**src/rtl/line_fill_32to1024.sv**
```systemverilog
// Assembles 32 consecutive 32-bit beats into one 1024-bit line, optionally
// starting at a chosen word slot and wrapping (critical-word-first).
module line_fill_32to1024 #(
  parameter bit WRAP_FILL = 1'b1
) (
  input  logic          clk,
  input  logic          reset,
  input  logic          start,
  input  logic [4:0]    start_sel,
  input  logic          abort,
  input  logic          in_valid,
  output logic          in_ready,
  input  logic [31:0]   in_data,
  output logic          line_valid,
  input  logic          line_ready,
  output logic [1023:0] line_data,
  output logic [31:0]   word_mask
);

  typedef enum logic [1:0] {
    IDLE = 2'd0,
    FILL = 2'd1,
    FULL = 2'd2
  } state_t;

  state_t          state_q, state_d;
  logic [4:0]      ptr_q, ptr_d;
  logic [5:0]      beats_q, beats_d;
  logic [1023:0]   data_q, data_d;
  logic [31:0]     mask_q, mask_d;
  logic [9:0]      slotBase;
  logic            beatAccepted;

  assign slotBase     = {ptr_q, 5'b00000};
  assign beatAccepted = (state_q == FILL) && in_valid;

  always_ff @(posedge clk or posedge reset) begin
    if (reset) begin
      state_q <= IDLE;
      ptr_q   <= 5'd0;
      beats_q <= 6'd0;
      data_q  <= '0;
      mask_q  <= 32'd0;
    end else begin
      state_q <= state_d;
      ptr_q   <= ptr_d;
      beats_q <= beats_d;
      data_q  <= data_d;
      mask_q  <= mask_d;
    end
  end

  // Abort outranks every other event in FILL and FULL, including a beat that
  // would otherwise be accepted in the same cycle.
  always_comb begin
    state_d = state_q;
    ptr_d   = ptr_q;
    beats_d = beats_q;
    data_d  = data_q;
    mask_d  = mask_q;

    case (state_q)
      IDLE: begin
        if (start && !abort) begin
          state_d = FILL;
          ptr_d   = WRAP_FILL ? start_sel : 5'd0;
          beats_d = 6'd0;
          data_d  = '0;
          mask_d  = 32'd0;
        end
      end

      FILL: begin
        if (abort) begin
          state_d = IDLE;
          beats_d = 6'd0;
          mask_d  = 32'd0;
        end else if (beatAccepted) begin
          data_d[slotBase +: 32] = in_data;
          mask_d[ptr_q]          = 1'b1;
          ptr_d                  = ptr_q + 5'd1;
          beats_d                = beats_q + 6'd1;
          if (beats_q == 6'd31) begin
            state_d = FULL;
          end
        end
      end

      FULL: begin
        if (abort) begin
          state_d = IDLE;
          beats_d = 6'd0;
          mask_d  = 32'd0;
        end else if (line_ready) begin
          state_d = IDLE;
        end
      end

      default: begin
        state_d = IDLE;
      end
    endcase
  end

  assign in_ready   = (state_q == FILL);
  assign line_valid = (state_q == FULL);
  assign line_data  = data_q;
  assign word_mask  = mask_q;

endmodule

```
**config.mk**
```make
export PLATFORM = sky130hd
export DESIGN_NAME = line_fill_32to1024
export DESIGN_NICKNAME = d
export VERILOG_FILES = /design/src/rtl/line_fill_32to1024.sv
export SDC_FILE = /design/constraint.sdc
export NUM_CORES = 2
export LEC_CHECK = 0
export ABC_AREA = 1
export CORE_AREA = 2 2 431 433
export CTS_CLUSTER_SIZE = 30
export DETAILED_ROUTE_END_ITERATION = 6
export DIE_AREA = 0 0 433 435
export PLACE_DENSITY_LB_ADDON = 0.2
export SLEW_MARGIN = 10
export SYNTH_ARGS = -nofsm -noshare
export SYNTH_HDL_FRONTEND = slang
export SYNTH_SLANG_ARGS = --single-unit
export TNS_END_PERCENT = 100
```
**constraint.sdc**
```tcl
create_clock -name clk -period 119.3 [get_ports clk]
set_input_delay 29.825 -clock clk [delete_from_list [all_inputs] [get_ports clk]]
set_output_delay 29.825 -clock clk [all_outputs]
set_load 0.05 [all_outputs]
```
==> metrics.txt <==
worst endpoint required time=120.03 ns; Reg2Reg Depth=14; synthesized instance count=about 5900; largest net degree at the start of global routing=215; worst reg-to-reg setup slack=113.18 ns; setup bufs post-CTS=0; chip height=roughly 440 µm; startpoint types=input port; RSZ-0062 raised after global routing=no; Syn Nets=5970; Residual DRC=0; GRT Residual Overflow=0; Setup TNS=0 ns; DP Worst Slack=around 84 ns; Slowest-stage cell, CP=buf_4; sequential-to-total area share from yosys stat=between 50% and 60%; final setup margin=around 85 ns; PwrDens=17.50 mW/mm²; clk sink count=1069; H-tree Lvls=4; TritonCTS clock tree=yes; critical setup path kind=in2reg; crit path DAT=~35 ns; Critical Path Stages=11; Synth Area per Inst=a little over 8 µm²; fmax=28.77 MHz; clock-pin slew on the worst setup and hold paths=0.05 ns; area share of the largest cell type after synthesis=between 50 and 60%; main combinational cell family by area after synthesis=simple AND/OR/NAND/NOR gates; total power=1.150 mW; Fin Hold WS=0.4944 ns; Clock Path Buffers=3; Final min period=~35 ns; delay-heaviest family, CP=buffers and inverters; detailed placement HPWL=197300 µm; leak pwr=~32 nW; layout cell share with drive strength beyond 1=6.197%; commonest cells after routing, fill and taps aside=nand2_1 (1753), nand3_1 (1477), clkdlybuf4s50_1 (1100), dfrtp_1 (1069), nor2_1 (452); CP max FO=214; first-pass GRT wire length=381100 µm; via count=48360; MaxCap Viol Count=0; Synth Area in Compound Gates=1.254%; YS warnings=0; CP Capture Type=flop; total CTS buffers=130; leading cell type in the layout, fill and taps excluded=nand2_1; root buffer cell=clkbuf_16; initial antenna violation count=38; TritonRoute pass-1 iters=6; Die X=433 µm; number of synthesized register bits=roughly 1100; Max VDD drop=0.01827 mV; Worst Max-Slew Pin Slew=1.260 ns; Core ar.=roughly 0.18 mm²; vias per inst=5.167; P&R area growth vs syn=35.68%; vias in the first global route=46460; worst rel slew slack=15.66%; # setup viols final=0; Final ANT Viol Nets=0; status=complete, no violations; Critical R2R Capture=line_data[480]; post-placement cell count=9112; Initial Utilization=around a quarter; post-synth top area cell=dfrtp_1; Placement Rows=around 160; I/O pin count=between 1000 and 1500; crit-path max cell delay=0.88 ns; DRT iter0 DRCs=roughly 5000; synth top area cells=dfrtp_1 (55%), nand3_1 (15%), nand2_1 (14%); Clock Skew=0.02118 ns; min-delay worst type=reg2reg; NumNets Final=6815; IO buf count=1100; clock latency at the later pin of the worst-skew pair=0.81 ns; CP Cell Sequence=clkdlybuf4s50_1, inv_2, nand2_1, inv_1, nand2_4, buf_4, buf_4, buf_4, buf_12, nand3_1, nand2_1; multiplexer share of the synthesized area=0%; Buf+Inv Stages, Crit Path=7; Worst Setup SP=abort; placer congestion estimate=0.8950; crit share post-route=29.14%; total wire length=275800 µm; fin. max-slew vios=0; xor/xnor cell area share of the yosys netlist=0.03619%; simple logic cell fraction of the synthesized area=about 37%; Global Route Usage Sum=28.49%; synthesized area=0.04841 mm²; die area=0.1884 mm²; CTS resizes=0; non-filler cells, final=between 9000 and 10000; cts hold-fix bufs=0; final hold vios=0; Yosys cell types=31; wire per inst=slightly below 30 µm; Critical R2R Launch=ptr_q[0]; Synth Area in Adders=0.2068%; CP dominant cell by count=buf_4; crit path to=line_data[242]
-- state kept, by name, indices dropped and copies added, names as in the netlist --
name / cells
line_data: 1024
word_mask: 32
state_q: 2
beats_q: 6
ptr_q: 5
-- cells by family (layout without fill, tap and decap cells) --
| group | after synthesis | after routing |
|---|---|---|
| simple gates | 4036 | 4036 |
| compound gates | 110 | 110 |
| buf+inv | 694 | 1633 |
| flops | 1069 | 1069 |
| other cells | 0 | 22 |
| xor+xnor | 2 | 2 |
| fa+ha+maj | 8 | 8 |
-- synthesized netlist by cell type --
cell type,number
o22ai_1,1
nand3b_1,1
nor3_1,23
nor2_1,461
clkbuf_1,257
nand2_2,5
clkinv_1,1
o21ai_0,51
o31ai_1,2
buf_4,7
a21oi_1,18
xor2_1,2
nand2_1,1757
nand3_1,1479
nand4_1,200
buf_1,63
nor2_4,4
ha_1,8
nor3_2,58
nor2_2,22
dfrtp_1,1069
buf_6,2
inv_2,14
inv_4,1
inv_1,181
o21ai_1,18
buf_2,168
o211ai_1,20
nor3_4,1
nand2b_1,24
nand2_4,1
-- worst min-delay path by stage --
stage	cells past startpoint	from	to	slack [ns]
6_report	2	line_data[831]	line_data[831]	0.49
2_1_floorplan	2	beats_q[1]	beats_q[1]	0.47
3_5_place_dp	2	line_data[810]	line_data[810]	0.49
3_3_place_gp	2	line_data[408]	line_data[408]	0.48
4_1_cts	2	line_data[625]	line_data[625]	0.50
5_1_grt	2	line_data[503]	line_data[503]	0.51
-- final cells by class --
class                      count  area, µm²
multi-input combinational   4156      18940
tap                         2480       3103
clock buffer                 194       3807
inverter                     197      762.0
timing repair buffer        1210      11890
fill                       19280     118400
sequential                  1069      26750
clock inverter                32      376.6
antenna                       22      55.05
-- per-layer routing --
layer | wire length [µm] | share of wire, % | track usage (%)
met1 | 114700 | 42 | 37.72
met2 | 120300 | 44 | 41.88
met3 | 21560 | 7.8 | 6.311
met4 | 19110 | 6.9 | 18.10
met5 | 42 | 0.015 | 0
-- where the power goes --
group	leakage, nW	switching [mW]	internal, mW
clock network	2.05	0.168	0.232
logic	15.5	0.319	0.0517
registers	14.9	0.00870	0.371
total	32.4	0.496	0.654
-- worst reg2reg max path: cells and delay by family (launching register included) --
kind	cells	cell delay, ns
and+or+nand+nor	7	2.31
buffers and inverters	6	2.58
DFF	1	0.85
adders and majority gates	1	0.33
-- metrics by stage --
stage,utilization (%),instance area (µm²)
after floorplan,-,48410
after global placement,33.38,61440
after detailed placement,33.38,61440
after CTS,35.66,65630
after global routing,35.68,65670
final,35.69,65680
Power figures use the tool's default switching activity.
